**src/rtl/cast_pe_pkg.sv**
```systemverilog
`default_nettype none
// +--------------------------------------------------------------------------+
// | cast_pe_pkg : shared types, fixed-point defaults and saturating adder    |
// | Revision    : 1.0                                                        |
// +--------------------------------------------------------------------------+
package cast_pe_pkg;

  typedef enum logic {
    ACC_CHAIN = 1'b0,
    ACC_LOCAL = 1'b1
  } acc_mode_e;

  localparam int INPUT_WIDTH_DEF      = 16;
  localparam int INPUT_INT_WIDTH_DEF  = 8;
  localparam int WEIGHT_WIDTH_DEF     = 8;
  localparam int WEIGHT_INT_WIDTH_DEF = 2;

  // Wide enough to hold any supported psum plus one guard bit.
  localparam int SUM_MAX_W = 64;

  // Operands arrive sign-extended to SUM_MAX_W; w is the target psum width.
  // Returns {ovf, sum}; sum is clamped when sat is set, raw otherwise.
  function automatic logic [SUM_MAX_W:0] sat_add(
    input logic signed [SUM_MAX_W-1:0] a,
    input logic signed [SUM_MAX_W-1:0] b,
    input int unsigned                 w,
    input logic                        sat
  );
    logic signed [SUM_MAX_W-1:0] s;
    logic signed [SUM_MAX_W-1:0] one;
    logic signed [SUM_MAX_W-1:0] vmax;
    logic signed [SUM_MAX_W-1:0] vmin;
    logic                        ovf;
    one  = {{(SUM_MAX_W-1){1'b0}}, 1'b1};
    vmax = (one << (w - 1)) - one;
    vmin = ~vmax;
    s    = a + b;
    ovf  = (s > vmax) || (s < vmin);
    if (ovf && sat) begin
      s = (s > vmax) ? vmax : vmin;
    end
    return {ovf, s};
  endfunction

endpackage
`default_nettype wire

```
**src/rtl/fixed_point_mult.sv**
```systemverilog
`default_nettype none
// +--------------------------------------------------------------------------+
// | fixed_point_mult : full-width signed fixed-point multiplier              |
// | Revision         : 1.0                                                   |
// +--------------------------------------------------------------------------+
module fixed_point_mult #(
  parameter int A_WIDTH = 16,
  parameter int B_WIDTH = 8
) (
  input  logic [A_WIDTH-1:0]         i_a,
  input  logic [B_WIDTH-1:0]         i_b,
  output logic [A_WIDTH+B_WIDTH-1:0] o_p
);
  localparam int PW = A_WIDTH + B_WIDTH;

  logic [PW-1:0] w_a;
  logic [PW-1:0] w_b;

  // Sign-extend both to the product width; the low PW bits are then exact.
  assign w_a = {{B_WIDTH{i_a[A_WIDTH-1]}}, i_a};
  assign w_b = {{A_WIDTH{i_b[B_WIDTH-1]}}, i_b};
  assign o_p = w_a * w_b;

endmodule
`default_nettype wire

```
**src/rtl/ws_weight_bank.sv**
```systemverilog
`default_nettype none
// +--------------------------------------------------------------------------+
// | ws_weight_bank : double-buffered (shadow/active) weight register file    |
// | Revision       : 1.0                                                     |
// +--------------------------------------------------------------------------+
module ws_weight_bank #(
  parameter int NUM_W = 4,
  parameter int WIDTH = 8,
  parameter int AW    = 2
) (
  input  logic             clk,
  input  logic             rst_n,
  input  logic             i_clr,
  input  logic             i_wr_valid,
  input  logic [AW-1:0]    i_wr_addr,
  input  logic [WIDTH-1:0] i_wr_data,
  input  logic             i_swap,
  input  logic [AW-1:0]    i_rd_sel,
  output logic [WIDTH-1:0] o_rd_data
);
  logic [WIDTH-1:0] r_shadow [NUM_W];
  logic [WIDTH-1:0] r_active [NUM_W];
  logic [WIDTH-1:0] w_rd_data;

  // Swap reads the shadow before this cycle's write lands (non-blocking).
  always_ff @(posedge clk or negedge rst_n) begin
    if (!rst_n) begin
      for (int k = 0; k < NUM_W; k++) begin
        r_shadow[k] <= '0;
        r_active[k] <= '0;
      end
    end else if (i_clr) begin
      for (int k = 0; k < NUM_W; k++) begin
        r_shadow[k] <= '0;
        r_active[k] <= '0;
      end
    end else begin
      for (int k = 0; k < NUM_W; k++) begin
        if (i_swap) begin
          r_active[k] <= r_shadow[k];
        end
        if (i_wr_valid && (i_wr_addr == AW'(k))) begin
          r_shadow[k] <= i_wr_data;
        end
      end
    end
  end

  // Out-of-range selects read as zero.
  always_comb begin
    w_rd_data = '0;
    for (int k = 0; k < NUM_W; k++) begin
      if (i_rd_sel == AW'(k)) begin
        w_rd_data = r_active[k];
      end
    end
  end

  assign o_rd_data = w_rd_data;

endmodule
`default_nettype wire

```
**src/rtl/ws_pe_dbuf.sv**
```systemverilog
`default_nettype none
// +--------------------------------------------------------------------------+
// | ws_pe_dbuf : weight-stationary PE, double-buffered weights, 2-stage MAC  |
// | Revision   : 1.0                                                         |
// +--------------------------------------------------------------------------+
module ws_pe_dbuf
  import cast_pe_pkg::*;
#(
  parameter int INPUT_WIDTH      = 16,
  parameter int INPUT_INT_WIDTH  = 8,
  parameter int WEIGHT_WIDTH     = 8,
  parameter int WEIGHT_INT_WIDTH = 2,
  parameter int PSUM_WIDTH       = INPUT_WIDTH + WEIGHT_WIDTH,
  parameter int NUM_W            = 4,
  parameter int SATURATE         = 1,
  localparam int AW              = (NUM_W > 1) ? $clog2(NUM_W) : 1
) (
  input  logic                    clk,
  input  logic                    rst_n,
  input  logic                    iclr,
  input  logic                    wclr,
  input  logic                    wload_i_valid,
  input  logic [AW-1:0]           wload_i_addr,
  input  logic [WEIGHT_WIDTH-1:0] weight_i_data,
  input  logic                    wswap_i,
  input  logic [AW-1:0]           wsel_i,
  input  logic                    acc_mode_i,
  input  logic                    iload_i_valid,
  input  logic [INPUT_WIDTH-1:0]  if_i_data,
  input  logic                    psum_i_valid,
  input  logic [PSUM_WIDTH-1:0]   psum_i_data,
  output logic                    iload_o_valid,
  output logic [INPUT_WIDTH-1:0]  if_o_data,
  output logic                    wload_o_valid,
  output logic [AW-1:0]           wload_o_addr,
  output logic [WEIGHT_WIDTH-1:0] weight_o_data,
  output logic                    psum_o_valid,
  output logic [PSUM_WIDTH-1:0]   psum_o_data,
  output logic                    ovf_o
);
  localparam int PW = INPUT_WIDTH + WEIGHT_WIDTH;

  if ((PSUM_WIDTH >= SUM_MAX_W) || (PW >= SUM_MAX_W) || (NUM_W < 1) ||
      (INPUT_INT_WIDTH > INPUT_WIDTH) || (WEIGHT_INT_WIDTH > WEIGHT_WIDTH)) begin : g_param_check
    $error("ws_pe_dbuf: unsupported parameter set");
  end

  logic [WEIGHT_WIDTH-1:0]         w_sel_weight;
  logic [PW-1:0]                   w_prod;
  logic [PSUM_WIDTH-1:0]           w_addend;
  logic [SUM_MAX_W-1:0]            w_addend_ext;
  logic [SUM_MAX_W-1:0]            w_prod_ext;
  logic [SUM_MAX_W:0]              w_add_res;
  logic                            w_ovf;
  logic [SUM_MAX_W-PSUM_WIDTH-1:0] w_unused_hi;
  logic [PSUM_WIDTH-1:0]           w_sum;

  logic                    r_wfwd_valid;
  logic [AW-1:0]           r_wfwd_addr;
  logic [WEIGHT_WIDTH-1:0] r_wfwd_data;

  logic                    r_s1_valid;
  logic [INPUT_WIDTH-1:0]  r_s1_if;
  logic [WEIGHT_WIDTH-1:0] r_s1_w;
  acc_mode_e               r_s1_mode;

  logic                    r_psum_valid;
  logic [PSUM_WIDTH-1:0]   r_psum;
  logic                    r_ovf;

  ws_weight_bank #(
    .NUM_W (NUM_W),
    .WIDTH (WEIGHT_WIDTH),
    .AW    (AW)
  ) u_bank (
    .clk        (clk),
    .rst_n      (rst_n),
    .i_clr      (wclr),
    .i_wr_valid (wload_i_valid),
    .i_wr_addr  (wload_i_addr),
    .i_wr_data  (weight_i_data),
    .i_swap     (wswap_i),
    .i_rd_sel   (wsel_i),
    .o_rd_data  (w_sel_weight)
  );

  // Weight daisy chain: forwarded every cycle, including out-of-range slots.
  always_ff @(posedge clk or negedge rst_n) begin
    if (!rst_n) begin
      r_wfwd_valid <= 1'b0;
      r_wfwd_addr  <= '0;
      r_wfwd_data  <= '0;
    end else if (wclr) begin
      r_wfwd_valid <= 1'b0;
      r_wfwd_addr  <= '0;
      r_wfwd_data  <= '0;
    end else begin
      r_wfwd_valid <= wload_i_valid;
      r_wfwd_addr  <= wload_i_addr;
      r_wfwd_data  <= weight_i_data;
    end
  end

  // S1 samples the active bank at the same edge a swap takes effect,
  // so an op coincident with a swap sees the old weight.
  always_ff @(posedge clk or negedge rst_n) begin
    if (!rst_n) begin
      r_s1_valid <= 1'b0;
      r_s1_if    <= '0;
      r_s1_w     <= '0;
      r_s1_mode  <= ACC_CHAIN;
    end else if (iclr) begin
      r_s1_valid <= 1'b0;
      r_s1_if    <= '0;
      r_s1_w     <= '0;
      r_s1_mode  <= ACC_CHAIN;
    end else begin
      r_s1_valid <= iload_i_valid;
      if (iload_i_valid) begin
        r_s1_if   <= if_i_data;
        r_s1_w    <= w_sel_weight;
        r_s1_mode <= acc_mode_e'(acc_mode_i);
      end
    end
  end

  fixed_point_mult #(
    .A_WIDTH (INPUT_WIDTH),
    .B_WIDTH (WEIGHT_WIDTH)
  ) u_mult (
    .i_a (r_s1_if),
    .i_b (r_s1_w),
    .o_p (w_prod)
  );

  always_comb begin
    w_addend = '0;
    if (r_s1_mode == ACC_LOCAL) begin
      w_addend = r_psum;
    end else if (psum_i_valid) begin
      w_addend = psum_i_data;
    end
  end

  // Product fraction = input frac + weight frac = psum frac, so no realignment.
  assign w_addend_ext = {{(SUM_MAX_W-PSUM_WIDTH){w_addend[PSUM_WIDTH-1]}}, w_addend};
  assign w_prod_ext   = {{(SUM_MAX_W-PW){w_prod[PW-1]}}, w_prod};
  assign w_add_res    = sat_add(w_addend_ext, w_prod_ext, PSUM_WIDTH, (SATURATE != 0));
  assign {w_ovf, w_unused_hi, w_sum} = w_add_res;

  always_ff @(posedge clk or negedge rst_n) begin
    if (!rst_n) begin
      r_psum_valid <= 1'b0;
      r_psum       <= '0;
      r_ovf        <= 1'b0;
    end else if (iclr) begin
      r_psum_valid <= 1'b0;
      r_psum       <= '0;
      r_ovf        <= 1'b0;
    end else begin
      r_psum_valid <= r_s1_valid;
      if (r_s1_valid) begin
        r_psum <= w_sum;
        if (w_ovf) begin
          r_ovf <= 1'b1;
        end
      end
    end
  end

  assign iload_o_valid = r_s1_valid;
  assign if_o_data     = r_s1_if;
  assign wload_o_valid = r_wfwd_valid;
  assign wload_o_addr  = r_wfwd_addr;
  assign weight_o_data = r_wfwd_data;
  assign psum_o_valid  = r_psum_valid;
  assign psum_o_data   = r_psum;
  assign ovf_o         = r_ovf;

endmodule
`default_nettype wire

```
**config.mk**
```make
export PLATFORM = sky130hd
export DESIGN_NAME = ws_pe_dbuf
export DESIGN_NICKNAME = d
export VERILOG_FILES = /design/src/rtl/cast_pe_pkg.sv /design/src/rtl/fixed_point_mult.sv /design/src/rtl/ws_weight_bank.sv /design/src/rtl/ws_pe_dbuf.sv
export SDC_FILE = /design/constraint.sdc
export NUM_CORES = 1
export LEC_CHECK = 0
export CAP_MARGIN = 10
export CELL_PAD_IN_SITES_DETAIL_PLACEMENT = 2
export CELL_PAD_IN_SITES_GLOBAL_PLACEMENT = 2
export CORE_MARGIN = 10
export CORE_UTILIZATION = 41
export CTS_BUF_LIST = sky130_fd_sc_hd__clkbuf_16
export DETAILED_ROUTE_END_ITERATION = 16
export GPL_ROUTABILITY_DRIVEN = 0
export GPL_TIMING_DRIVEN = 0
export HOLD_SLACK_MARGIN = 0.02
export PLACE_DENSITY = 0.88
export SETUP_SLACK_MARGIN = 0.02
export SLEW_MARGIN = 40
export SYNTH_ARGS = -nofsm -noshare
export SYNTH_HDL_FRONTEND = slang
export SYNTH_SLANG_ARGS = --single-unit
```
**constraint.sdc**
```tcl
create_clock -name clk -period 12.8 [get_ports clk]
set_input_delay 1.92 -clock clk [delete_from_list [all_inputs] [get_ports clk]]
set_output_delay 1.92 -clock clk [all_outputs]
set_load 0.02 [all_outputs]
```
==> metrics.txt <==
cell mode on critical path=fa_1; unrepaired setup endpoints after global routing=no; die area=about 33000 µm²; Seq pwr share=35.6%; clk root buf=clkbuf_16; Place WS=3.601 ns; slowest stage delay, CP=0.70 ns; Least-Margin Pin Slew=0.8869 ns; leak pwr=~6.5 nW; Psw=0.0004403 W; met3 usage=6.163%; Mapped Avg Cell Area=10.43 µm²; IO Pins=115; Setup Skew=0.01384 ns; most area-hungry cell type in the Yosys netlist=dfrtp_1; fin crit share=roughly 73%; first-pass GRT wire length=70100 µm; fin worst setup slack=3.494 ns; synth top area cells=dfrtp_1 30%, fa_1 25%, ha_1 6.4%; Cell variety after synth=55; worst endpoint required time=between 10 and 15 ns; initial DRC count=694; grt met2 use=48.17%; fmax=107.5 MHz; clock-pin slew on the worst setup and hold paths=0.07 ns; Syn Inst Count=1031; row count=just under 60; Gates resized, CTS repair=0; Filler Cells Inserted=between 2000 and 3000; Startpoint Class=primary input; Syn Nets=1279; maximum VDD drop=a little over 0.0001 V; cell with the most instances after synthesis=fa_1; mean number of vias per cell=5.958; # port buffers=roughly 110; crit path cell chain=clkdlybuf4s50_1, nor2b_1, clkbuf_1, a22oi_1, fa_1, inv_1, fa_1, fa_1, fa_1, ha_1, ha_1, nand4_1, a211oi_2, o311ai_0, a22o_1, o22ai_1, buf_4, nand2_1, a211oi_2; CP Capture Type=flop; Synth top area share=between 20% and 30%; Inserted Clock Buffers=17; Sw Share=34.79%; gr ovfl total=0; via count of the first global-routing pass=~11000; final hold viol count=0; CP max stage cell=fa_1; DRC violations left=0; most used routing layer in global routing=met2; WS Path Type=primary input to flop; min-delay worst type=flop to flop; via count=about 9000; critical path fanouts, max=10; setup TNS=0 ns; top_reg_cell synth=dfrtp_1; Post-CTS Setup Bufs=0; antenna violations before repair=1; CP Data Arrival Time=9.67 ns; Max Cap Viol=0; Ant. Diodes=0; Top Family by Delay on Critical Path=adder cells; chip height=181.9 µm; register bit total from synthesis=127; ys async rst share=100.0%; power density cells=98.05 nW/µm²; Layout Cells excl Fill=1507; CTS H-tree depth=4; Worst slew margin=40.87%; utilization after layout=49.81%; Total Wirelength=46120 µm; Final Max Slew Viols=0; Starting Density=41.48%; TritonRoute pass-1 iters=5; clock buffer depth=2; Nets=1407; M1 GR Usage=31.18%; final setup violating endpoints=0; clock share of power=42.3%; Detail Route Antenna Nets=0; # clock sinks=127; Internal=0.0008252 W; WP buf/inv=4; Yosys warning total=0; dpl hpwl=roughly 32000 µm; top post-synthesis cells by count=132 x fa_1, 127 x dfrtp_1, 103 x inv_1; Cells after DPL=around 1500; die width=181.9 µm; hold-fix buffers at CTS=0; Total GRT Usage=between 20 and 30%; synthesized area=10750 µm²; routed length per instance=just over 30 µm; Tmin final=9.306 ns; Area Growth Syn to Fin=20.08%; Worst-Skew Late Latency=around 0.46 ns; largest net degree at the start of global routing=72; core footprint=about 26000 µm²; EDFF count, synth=0; Comb pwr share=22.0%; CTS tree=done; layout cells sized above 1=roughly 6.8%; status=complete, no violations; sequential fraction of the synthesis area=29.57%
layout make-up:
cell class / instances / area (µm²) / area share [%]
buffer: 52 / 237.7 / 1.842
clock buffer: 17 / 425.4 / 3.296
clock inverter: 15 / 171.4 / 1.328
inverter: 103 / 386.6 / 2.995
multi-input combinational: 749 / 6975 / 54.04
sequential: 127 / 3178 / 24.62
tap: 335 / 419.2 / 3.247
timing repair buffer: 109 / 1114 / 8.627
flip-flops by register name (all words and copies together), names as in the netlist, 2 cells and up:
register and flops:
r_s1_w 8, if_o_data 16, weight_o_data 8, u_bank.r_shadow 32, u_bank.r_active 32, wload_o_addr 2, psum_o_data 24
per-stage QoR:
stage	hold WS (ns)	cell area (µm²)	total power (W)
finish	0.5097	12910	0.001266
global route	0.5398	12910	0.001304
CTS	0.5024	12880	0.001262
detailed placement	0.4827	12280	0.0007203
global placement	0.4631	12250	0.0006945
floorplan	0.4496	10750	0.0005941
worst register-to-register path, stage by stage, from the launching register on:
cell      delay [ns]
dfrtp_1         0.37
clkbuf_1        0.28
nor2b_1         0.56
clkbuf_1        0.63
a22oi_1         0.41
fa_1            0.70
inv_1           0.09
fa_1            0.50
fa_1            0.58
fa_1            0.44
ha_1            0.31
ha_1            0.47
nand4_1         0.28
a211oi_2        0.49
o311ai_0        0.23
a22o_1          0.27
o22ai_1         0.63
buf_4           0.32
nand2_1         0.11
a211oi_2        0.25
per-layer routing:
metal  part of all wire, %  vias up
met2                    51      406
met5                     0        -
met1                    37     4772
li1                      -     3632
met4                   6.0        0
met3                   6.4      169
cell families (layout without fill, tap and decap cells):
family,count (synthesis),after routing,share of synthesized area [%]
muxes,76,76,8.020
buffers and inverters,155,296,5.738
and+or+nand+nor,323,323,14.26
DFF,127,127,29.57
adders and majority gates,189,189,31.20
xor gates and xnor gates,19,19,1.548
AOI/OAI and AO/OA,142,142,9.673
placed cells by master, fill, tap and decap left out, types with 6 or more instances in the layout:
cell / instances
inv_1: 103
ha_1: 55
clkbuf_16: 17
mux2i_1: 67
clkbuf_2: 6
fa_1: 132
mux4_2: 8
xnor2_1: 14
o21ai_0: 36
a211oi_1: 7
nand2b_1: 13
a21o_1: 7
and2_1: 73
nand3_1: 7
clkbuf_1: 38
nor2_1: 100
a21oi_1: 19
o21bai_1: 6
a22o_1: 11
clkdlybuf4s50_1: 107
a22oi_1: 15
nand2_1: 90
dfrtp_1: 127
a311oi_1: 6
a211oi_2: 13
nor2b_1: 21
power groups by stage:
stage | clock network (W) | logic (W) | registers [W]
6_report | 0.000536 | 0.000279 | 0.000451
4_1_cts | 0.000536 | 0.000276 | 0.000450
3_3_place_gp | 0 | 0.000241 | 0.000453
3_5_place_dp | 0 | 0.000264 | 0.000456
5_1_grt | 0.000551 | 0.000300 | 0.000453
2_1_floorplan | 0 | 0.000136 | 0.000458
path summary, 6_finish.rpt:
path	startpoint	to	slack, ns	cells after the start
hold reg to reg	u_bank.r_shadow[15]	u_bank.r_shadow[15]	0.51	2
max in group asynchronous	rst_n	if_o_data[15]	10.67	2
hold / removal	u_bank.r_shadow[15]	u_bank.r_shadow[15]	0.51	2
min in group asynchronous	rst_n	u_bank.r_active[19]	1.40	1
setup reg to reg	r_s1_mode	psum_o_data[14]	4.78	19
setup / recovery	psum_i_valid	psum_o_data[14]	3.49	19
(Power assumes the default switching activity.)
